==> config.mk <==
export PLATFORM = sky130hd
export DESIGN_NAME = two_channel_arbiter
export DESIGN_NICKNAME = d
export VERILOG_FILES = /design/src/rtl/two_channel_arbiter_pkg.sv /design/src/rtl/two_channel_arbiter_mux.sv /design/src/rtl/two_channel_arbiter.sv
export SDC_FILE = /design/constraint.sdc
export NUM_CORES = 1
export LEC_CHECK = 0
export CELL_PAD_IN_SITES_DETAIL_PLACEMENT = 1
export CELL_PAD_IN_SITES_GLOBAL_PLACEMENT = 1
export CORE_MARGIN = 2
export CORE_UTILIZATION = 30
export CTS_CLUSTER_DIAMETER = 200
export DETAILED_ROUTE_END_ITERATION = 6
export PLACE_DENSITY_LB_ADDON = 0.1
export SETUP_SLACK_MARGIN = 0.02
export SLEW_MARGIN = 20
export SYNTH_ARGS = -nofsm -noshare
export SYNTH_HDL_FRONTEND = slang
export SYNTH_SLANG_ARGS = --single-unit
==> constraint.sdc <==
create_clock -name clk -period 2.3 [get_ports clk]
set_clock_uncertainty 0.1 [all_clocks]
set_input_delay 0.23 -clock clk [delete_from_list [all_inputs] [get_ports clk]]
set_output_delay 0.23 -clock clk [all_outputs]
set_load 0.01 [all_outputs]
==> src/rtl/two_channel_arbiter_pkg.sv <==
// ============================================================================
// two_channel_arbiter_pkg
// Shared state encoding, channel IDs and default widths for the arbiter.
// Revision: 1.0
// ============================================================================
`default_nettype none

package two_channel_arbiter_pkg;

  typedef enum logic [0:0] {
    EMPTY = 1'b0,
    FULL  = 1'b1
  } state_t;

  localparam logic CH0 = 1'b0;
  localparam logic CH1 = 1'b1;

  localparam int DEF_N_BITS   = 8;
  localparam int DEF_CNT_BITS = 16;

endpackage

`default_nettype wire

==> src/rtl/two_channel_arbiter_mux.sv <==
// ============================================================================
// Mux_Two_To_One
// Plain 2:1 word multiplexer; i_sel=0 picks i_data_0.
// Revision: 1.0
// ============================================================================
`default_nettype none

module Mux_Two_To_One #(
  parameter int WIDTH = 8
) (
  input  logic             i_sel,
  input  logic [WIDTH-1:0] i_data_0,
  input  logic [WIDTH-1:0] i_data_1,
  output logic [WIDTH-1:0] o_data
);

  assign o_data = i_sel ? i_data_1 : i_data_0;

endmodule

`default_nettype wire

==> src/rtl/two_channel_arbiter.sv <==
// ============================================================================
// two_channel_arbiter
// Round-robin merge of two valid/ready channels into one output register.
// Optional macro ARB_BURST_LOCK_EN holds the grant until Last_x ends a burst.
// Revision: 1.0
// ============================================================================
`default_nettype none

module two_channel_arbiter
  import two_channel_arbiter_pkg::*;
#(
  parameter int N_BITS   = DEF_N_BITS,
  parameter int CNT_BITS = DEF_CNT_BITS
) (
  input  logic                clk,
  input  logic                reset,
  input  logic                Valid_0,
  input  logic [N_BITS-1:0]   Data_0,
  input  logic                Last_0,
  output logic                Ready_0,
  input  logic                Valid_1,
  input  logic [N_BITS-1:0]   Data_1,
  input  logic                Last_1,
  output logic                Ready_1,
  output logic                Out_Valid,
  output logic [N_BITS-1:0]   Out_Data,
  output logic                Out_Channel,
  input  logic                Out_Ready,
  output logic [CNT_BITS-1:0] Xfer_Count
);

  state_t              r_state;
  state_t              w_state_next;
  logic                r_last_grant;
  logic                w_grant;
  logic                w_can_load;
  logic                w_accept;
  logic [N_BITS-1:0]   w_mux_data;
  logic [N_BITS-1:0]   r_out_data;
  logic                r_out_channel;
  logic [CNT_BITS-1:0] r_xfer_count;

`ifdef ARB_BURST_LOCK_EN
  logic r_lock;
  logic r_lock_ch;
  logic w_last;
  assign w_last = (w_grant == CH1) ? Last_1 : Last_0;
`else
  logic w_unused_last;
  assign w_unused_last = Last_0 | Last_1;
`endif

  always_comb begin
    w_grant = CH0;
    if (Valid_0 && Valid_1) begin
      w_grant = ~r_last_grant;
    end else if (Valid_1) begin
      w_grant = CH1;
    end
`ifdef ARB_BURST_LOCK_EN
    if (r_lock) begin
      w_grant = r_lock_ch;
    end
`endif
  end

  assign w_can_load = (r_state == EMPTY) || Out_Ready;
  assign Ready_0    = !reset && w_can_load && Valid_0 && (w_grant == CH0);
  assign Ready_1    = !reset && w_can_load && Valid_1 && (w_grant == CH1);
  assign w_accept   = Ready_0 || Ready_1;

  Mux_Two_To_One #(
    .WIDTH (N_BITS)
  ) u_mux (
    .i_sel    (w_grant),
    .i_data_0 (Data_0),
    .i_data_1 (Data_1),
    .o_data   (w_mux_data)
  );

  always_ff @(posedge clk) begin
    if (reset) begin
      r_state <= EMPTY;
    end else begin
      r_state <= w_state_next;
    end
  end

  always_comb begin
    w_state_next = r_state;
    case (r_state)
      EMPTY: if (w_accept) w_state_next = FULL;
      FULL: begin
        if (w_accept) begin
          w_state_next = FULL;
        end else if (Out_Ready) begin
          w_state_next = EMPTY;
        end
      end
      default: w_state_next = EMPTY;
    endcase
  end

  always_ff @(posedge clk) begin
    if (reset) begin
      r_out_data    <= '0;
      r_out_channel <= CH0;
    end else if (w_accept) begin
      r_out_data    <= w_mux_data;
      r_out_channel <= w_grant;
    end
  end

  // Pointer starts at CH1 so channel 0 wins the first contention.
  always_ff @(posedge clk) begin
    if (reset) begin
      r_last_grant <= CH1;
`ifdef ARB_BURST_LOCK_EN
      r_lock       <= 1'b0;
      r_lock_ch    <= CH0;
    end else if (w_accept) begin
      r_lock    <= !w_last;
      r_lock_ch <= w_grant;
      if (w_last) begin
        r_last_grant <= w_grant;
      end
`else
    end else if (w_accept) begin
      r_last_grant <= w_grant;
`endif
    end
  end

  always_ff @(posedge clk) begin
    if (reset) begin
      r_xfer_count <= '0;
    end else if (Out_Valid && Out_Ready) begin
      r_xfer_count <= r_xfer_count + CNT_BITS'(1);
    end
  end

  assign Out_Valid   = (r_state == FULL);
  assign Out_Data    = r_out_data;
  assign Out_Channel = r_out_channel;
  assign Xfer_Count  = r_xfer_count;

endmodule

`default_nettype wire

==> summary.md <==
| Metric | Value |
|---|---|
| Total iterations of the first detailed-routing run | `2` |
| Setup TNS | `0 ps` |
| Post-DRT Antenna Nets | `0` |
| Worst-path fanout max | `8` |
| Drt first-iter violations | `41` |
| Combinational power share | `16.5%` |
| Final hold violations | `0` |
| Share of cells above drive strength 1 | `6.915%` |
| Worst slew margin | `78.87%` |
| Internal power | `697.7 µW` |
| Synth Area in Adders | `1.015%` |
| Diode count | `0` |
| Reg2reg end | `Xfer_Count[13]` |
| Power Density | `503.9 nW/µm²` |
| Slew Viols, Final | `0` |
| Resized Gates After CTS | `0` |
| Boundary Pins | `51` |
| Yosys reg bits | `27` |
| MaxCap Viol Count | `0` |
| Buffers on Ports | `48` |
| Total global routing overflow | `0` |
| Final WL | `3237 µm` |
| Vias per cell | `4.895` |
| Critical Path RT | `1970 ps` |
| Synth cell types | `32` |
| Synth warn | `0` |
| Psw | `220.2 µW` |
| Chip Height | `68.10 µm` |
| Vias | `1165` |
| Die Width | `68.10 µm` |
| Post-synthesis sequential area ratio | `43.86%` |
| CTS buffer count | `3` |
| Max H-tree Level | `1` |
| CTS tree | `yes` |
| Worst min-delay path class | `reg -> reg` |
| Compound-gate portion of the synthesized area | `10.46%` |
| Worst path slowest cell | `clkdlybuf4s50_1` |
| Vias in the first global route | `1154` |
| Syn_nets | `163` |
| Synth top area share | `43.86%` |
| Final hold slack | `401.7 ps` |
| WL met1 | `1363 µm` |
| Critical Path End | `Ready_0` |
| Min cycle time layout | `2073 ps` |
| HP Start | `Out_Data[1]` |
| Max IR drop VDD | `0.2363 mV` |
| Combinational family with the most area after synthesis | `simple AND/OR/NAND/NOR gates` |
| Commonest cells after routing, fill and taps aside | `clkdlybuf4s50_1 (48), dfxtp_1 (27), nor2_1 (25), nand2_1 (9)` |
| Syn Inst Count | `139` |
| Post-Synth XOR/XNOR Area | `7.107%` |
| Yosys top cell by area | `dfxtp_1` |
| Met2 WL | `1677 µm` |
| Area growth syn-to-layout | `47.82%` |
| DR WL/cell | `13.60 µm` |
| Crit path cell chain | `clkdlybuf4s50_1 > nor2b_1 > nor2_1 > nand2_1 > nor2_1 > clkdlybuf4s50_1` |
| Worst-skew pair later-pin latency | `260 ps` |
| Tot GR Track Use | `14.71%` |
| Crit path kind | `in -> out` |
| Final period util | `90.14%` |
| DRC | `0` |
| Area share of and/or/nand/nor cells after synthesis | `26.90%` |
| FF+latch area | `540.5 µm²` |
| Crit. Startpoint | `Out_Ready` |
| Max Used Layer | `met4` |
| Area of the mapped netlist | `1232 µm²` |
| R2R depth | `4` |
| Clock Sinks | `27` |
| CP Data Arrival Time | `1740 ps` |
| Register clock-pin slew on the reported worst setup and hold paths | `90 ps` |
| Outcome | `complete, no violations` |
| Final setup viols | `0` |
| Die area | `4637 µm²` |
| Initial core utilization | `31.03%` |
| Fmax | `0.4824 GHz` |
| Setup crit end kind | `output port` |
| Clk pwr share | `29.2%` |
| Multiplexer area fraction after synthesis | `8.325%` |
| Layout Nets | `213` |
| Multi-input logic area | `663.1 µm²` |
| Initial antenna violation count | `0` |
| Mapped Avg Cell Area | `8.866 µm²` |
| Leakage | `0.6484 nW` |
| Largest net degree at the start of global routing | `31` |
| Dominant cells by area after synthesis | `dfxtp_1 (44%), nor2_1 (7.6%), mux2i_1 (6.5%)` |
| Clk root buf | `clkbuf_8` |
| Std-Cell Rows | `23` |
| Fillers | `462` |
| R2R Setup Slk | `460 ps` |
| Met3 wirelength from detailed routing | `179 µm` |
| Worst stage delay on the critical path | `590 ps` |
| Post-CTS Setup Repair Bufs | `0` |
| Global-route wire length before repair | `5175 µm` |
| Sequential share of power | `54.2%` |
| Hpwl dp | `2485 µm` |
| Sw Ratio | `23.99%` |
| CTS Buffer Depth | `2` |
| Commonest non-fill, non-tap cell in the layout | `clkdlybuf4s50_1` |
| Crit path launch type | `input port` |
| RePlAce Congestion | `0.7531` |
| RSZ-0062 raised after global routing | `false` |
| Core box area | `3971 µm²` |
| Hold-fix buffers, CTS | `0` |
| Slew @ Worst Pin | `314.1 ps` |
| RR Startpoint | `Xfer_Count[3]` |
## registers in the layout (all words and copies together) (netlist names)
register      cells
Out_Data          8
Out_Channel       1
Xfer_Count       16
Out_Valid         1
r_last_grant      1
## cells by family after synthesis
family | count (synthesis)
adder cells (fa/ha/maj) | 1
XOR/XNOR | 10
multiplexers | 10
buffers and inverters | 7
flip-flops | 27
AO/OA/AOI/OAI | 19
AND/OR/NAND/NOR | 65
## power groups by stage
stage	combinational (mW)	clock [mW]	sequential, mW
2_1_floorplan	0.0566	0	0.515
3_3_place_gp	0.150	0	0.508
3_5_place_dp	0.154	0	0.509
4_1_cts	0.155	0.279	0.498
5_1_grt	0.166	0.301	0.501
6_report	0.152	0.268	0.498
## routing by layer
layer / vias to the layer above / GRT usage (%)
met1: 547 / 17.27
met4: 0 / 3.750
met2: 27 / 26.70
met3: 2 / 3.454
met5: - / 0
li1: 589 / -
## layout make-up
| cell class | instances | area share (%) |
|---|---|---|
| multi-input combinational | 105 | 36.40 |
| sequential | 27 | 29.67 |
| timing repair buffer | 52 | 28.02 |
| tap | 50 | 3.434 |
| clock buffer | 4 | 2.473 |
## synthesized netlist by cell type, drive strengths merged
cell type / number
a211o: 1
a211oi: 8
a21boi: 1
a21oi: 5
a22oi: 1
and2: 2
and4: 3
buf: 4
clkbuf: 3
dfxtp: 27
ha: 1
mux2: 2
mux2i: 8
nand2: 9
nand2b: 1
nand3: 8
nand4: 6
nor2: 25
nor2b: 3
nor3: 3
nor4: 1
o21ai: 1
o31ai: 2
or2: 1
or3: 1
or4: 2
xnor2: 3
xor2: 7
## stage by stage
| step | std cells | util [%] | total power [mW] | area (µm²) | setup WS [ps] |
|---|---|---|---|---|---|
| floorplan | 139 | - | 0.5718 | 1232 | 569.9 |
| global placement | 234 | 44.74 | 0.6579 | 1777 | 222.1 |
| detailed placement | 234 | 44.74 | 0.6627 | 1777 | 213.5 |
| CTS | 238 | 45.87 | 0.9322 | 1822 | 208.0 |
| global route | 238 | 45.87 | 0.9678 | 1822 | 53.44 |
| finish | 238 | 45.87 | 0.9179 | 1822 | 226.9 |
## worst min path at each step
stage                                to  slack, ps  cells after the start
after floorplan           Xfer_Count[1]        290                      2
after global placement     r_last_grant        380                      1
after detailed placement    Out_Data[1]        400                      2
after CTS                   Out_Data[1]        410                      2
after global routing        Out_Data[1]        420                      2
final                       Out_Data[1]        400                      2
## critical path: cells and delay by family
kind	cells	cell delay [ps]
buffers and inverters	2	1130
and+or+nand+nor	4	380
Power figures use the tool's default switching activity.
==> RTL edit (same flow settings) <==
Add a define of `ARB_BURST_LOCK_EN`.
--- a/src/rtl/two_channel_arbiter.sv
+++ b/src/rtl/two_channel_arbiter.sv
@@ -6,4 +6,6 @@
 // ============================================================================
 `default_nettype none
+
+`define ARB_BURST_LOCK_EN
 
 module two_channel_arbiter
Function: changed (a bounded check fails within 4 cycles, from zero or initial values and one cycle with reset high).
==> RTL edit against the original RTL <==
Utilization up 1.4 points; non-clock buffer count increased by 3; sequential cell count increased by 1; routed wire length is 8.1% higher; setup slack worse by 0.12 ns; critical path depth shrank 1; die area rose by 5.3%; area after synthesis up 5.6%; final area grew 6.1%; sequential power rose by 5.2%; power is 12% higher; critical endpoint unchanged; largest power group unchanged.
==> RTL edit: results (changes against the original RTL) <==
| Metric | Value |
|---|---|
| Max-Slew Margin vs Limit | `0.746 (was 0.789)` |
| Synth Area in Adders | `0.00962 (was 0.0102)` |
| Via count | `1212 (was 1165)` |
| FILL cells | `481 (was 462)` |
| Register Area | `561 um^2 (was 541 um^2)` |
| All-Layer GR Usage | `0.152 (was 0.147)` |
| Vias in the first global route | `1282 (was 1154)` |
| Non-clk buf share | `0.285 (was 0.280)` |
| Layout cells sized above 1 | `0.0842 (was 0.0691)` |
| CP max stage delay | `0.54 ns (was 0.59 ns)` |
| Clk_buf instances | `4 (unchanged)` |
| Syn Inst Count | `138 (was 139)` |
| WL met3 | `136 um (was 179 um)` |
| Met1 Use GR | `0.179 (was 0.173)` |
| Multi-input logic area | `704 um^2 (was 663 um^2)` |
| Met2 Wirelength | `1790 um (was 1680 um)` |
| Vias per std cell | `5.05 (was 4.89)` |
| # nets final | `215 (was 213)` |
| Sequential share of the synthesized area | `0.431 (was 0.439)` |
| Comb pwr share | `0.192 (was 0.165)` |
| Buffers excl. clock | `55 (was 52)` |
| VDD IR max | `300 uV (was 236 uV)` |
| Clk tree area frac | `0.0285 (was 0.0247)` |
| Leak pwr | `0.732 nW (was 0.648 nW)` |
| Wire per inst | `14.6 um (was 13.6 um)` |
| Synth unique cells | `30 (was 32)` |
| Seq Cell Count | `28 (was 27)` |
| Synth Area in Compound Gates | `0.135 (was 0.105)` |
| Pre-antenna DRT Iters | `4 (was 2)` |
| Area post-placement | `1860 um^2 (was 1780 um^2)` |
| Global-route wire length before repair | `6090 um (was 5180 um)` |
| Critical Path AT | `1.86 ns (was 1.74 ns)` |
| Largest net degree at the start of global routing | `29 (was 31)` |
| Netlist area before placement | `1300 um^2 (was 1230 um^2)` |
| Net Sw Power | `252 uW (was 220 uW)` |
| Metal-1 WL | `1540 um (was 1360 um)` |
| Crit-path max FO | `4 (was 8)` |
| IO buf count | `50 (was 48)` |
| Gpl congestion | `0.762 (was 0.753)` |
| Starting DRC count in detailed routing | `45 (was 41)` |
| Outcome | `completed (unchanged)` |
| Clock latency on the worst-skew pair | `0.28 ns (was 0.26 ns)` |
| Multiplexer share of the synthesized area | `0.0933 (was 0.0832)` |
| Sequential power share | `0.509 (was 0.542)` |
| Met3 Track Usage GR | `0.0418 (was 0.0345)` |
| #MultiIn Comb | `103 (was 105)` |
| Synth cell count leaders | `dfxtp_1 (28), nor2_1 (22), mux2i_1 (11) (was dfxtp_1 (27), nor2_1 (25), nand2_1 (9))` |
-- RTL edit: final timing paths --
check / startpoint / to / slack [ns] / depth (start not counted)
max: Valid_1 / Ready_0 / 0.11 / 5
min: Xfer_Count[15] / Xfer_Count[15] / 0.40 / 2
max reg2reg: Xfer_Count[3] / Xfer_Count[13] / 0.54 / 4
min reg2reg: Xfer_Count[15] / Xfer_Count[15] / 0.40 / 2
-- RTL edit: stage by stage --
stage,hold slack (ns),util,total power [mW]
3_3_place_gp,0.366,0.456,0.723
4_1_cts,0.405,0.469,1.04
2_1_floorplan,0.270,-,0.622
5_1_grt,0.437,0.473,1.09
3_5_place_dp,0.390,0.456,0.731
6_report,0.401,0.473,1.03
-- RTL edit: repair_timing --
| action | CTS | global route |
|---|---|---|
| setup endpoints to repair | 0 | 2 |
| hold buffers | 0 | 0 |
| buffers inserted | 0 | 1 |
| resized for setup | 0 | 4 |
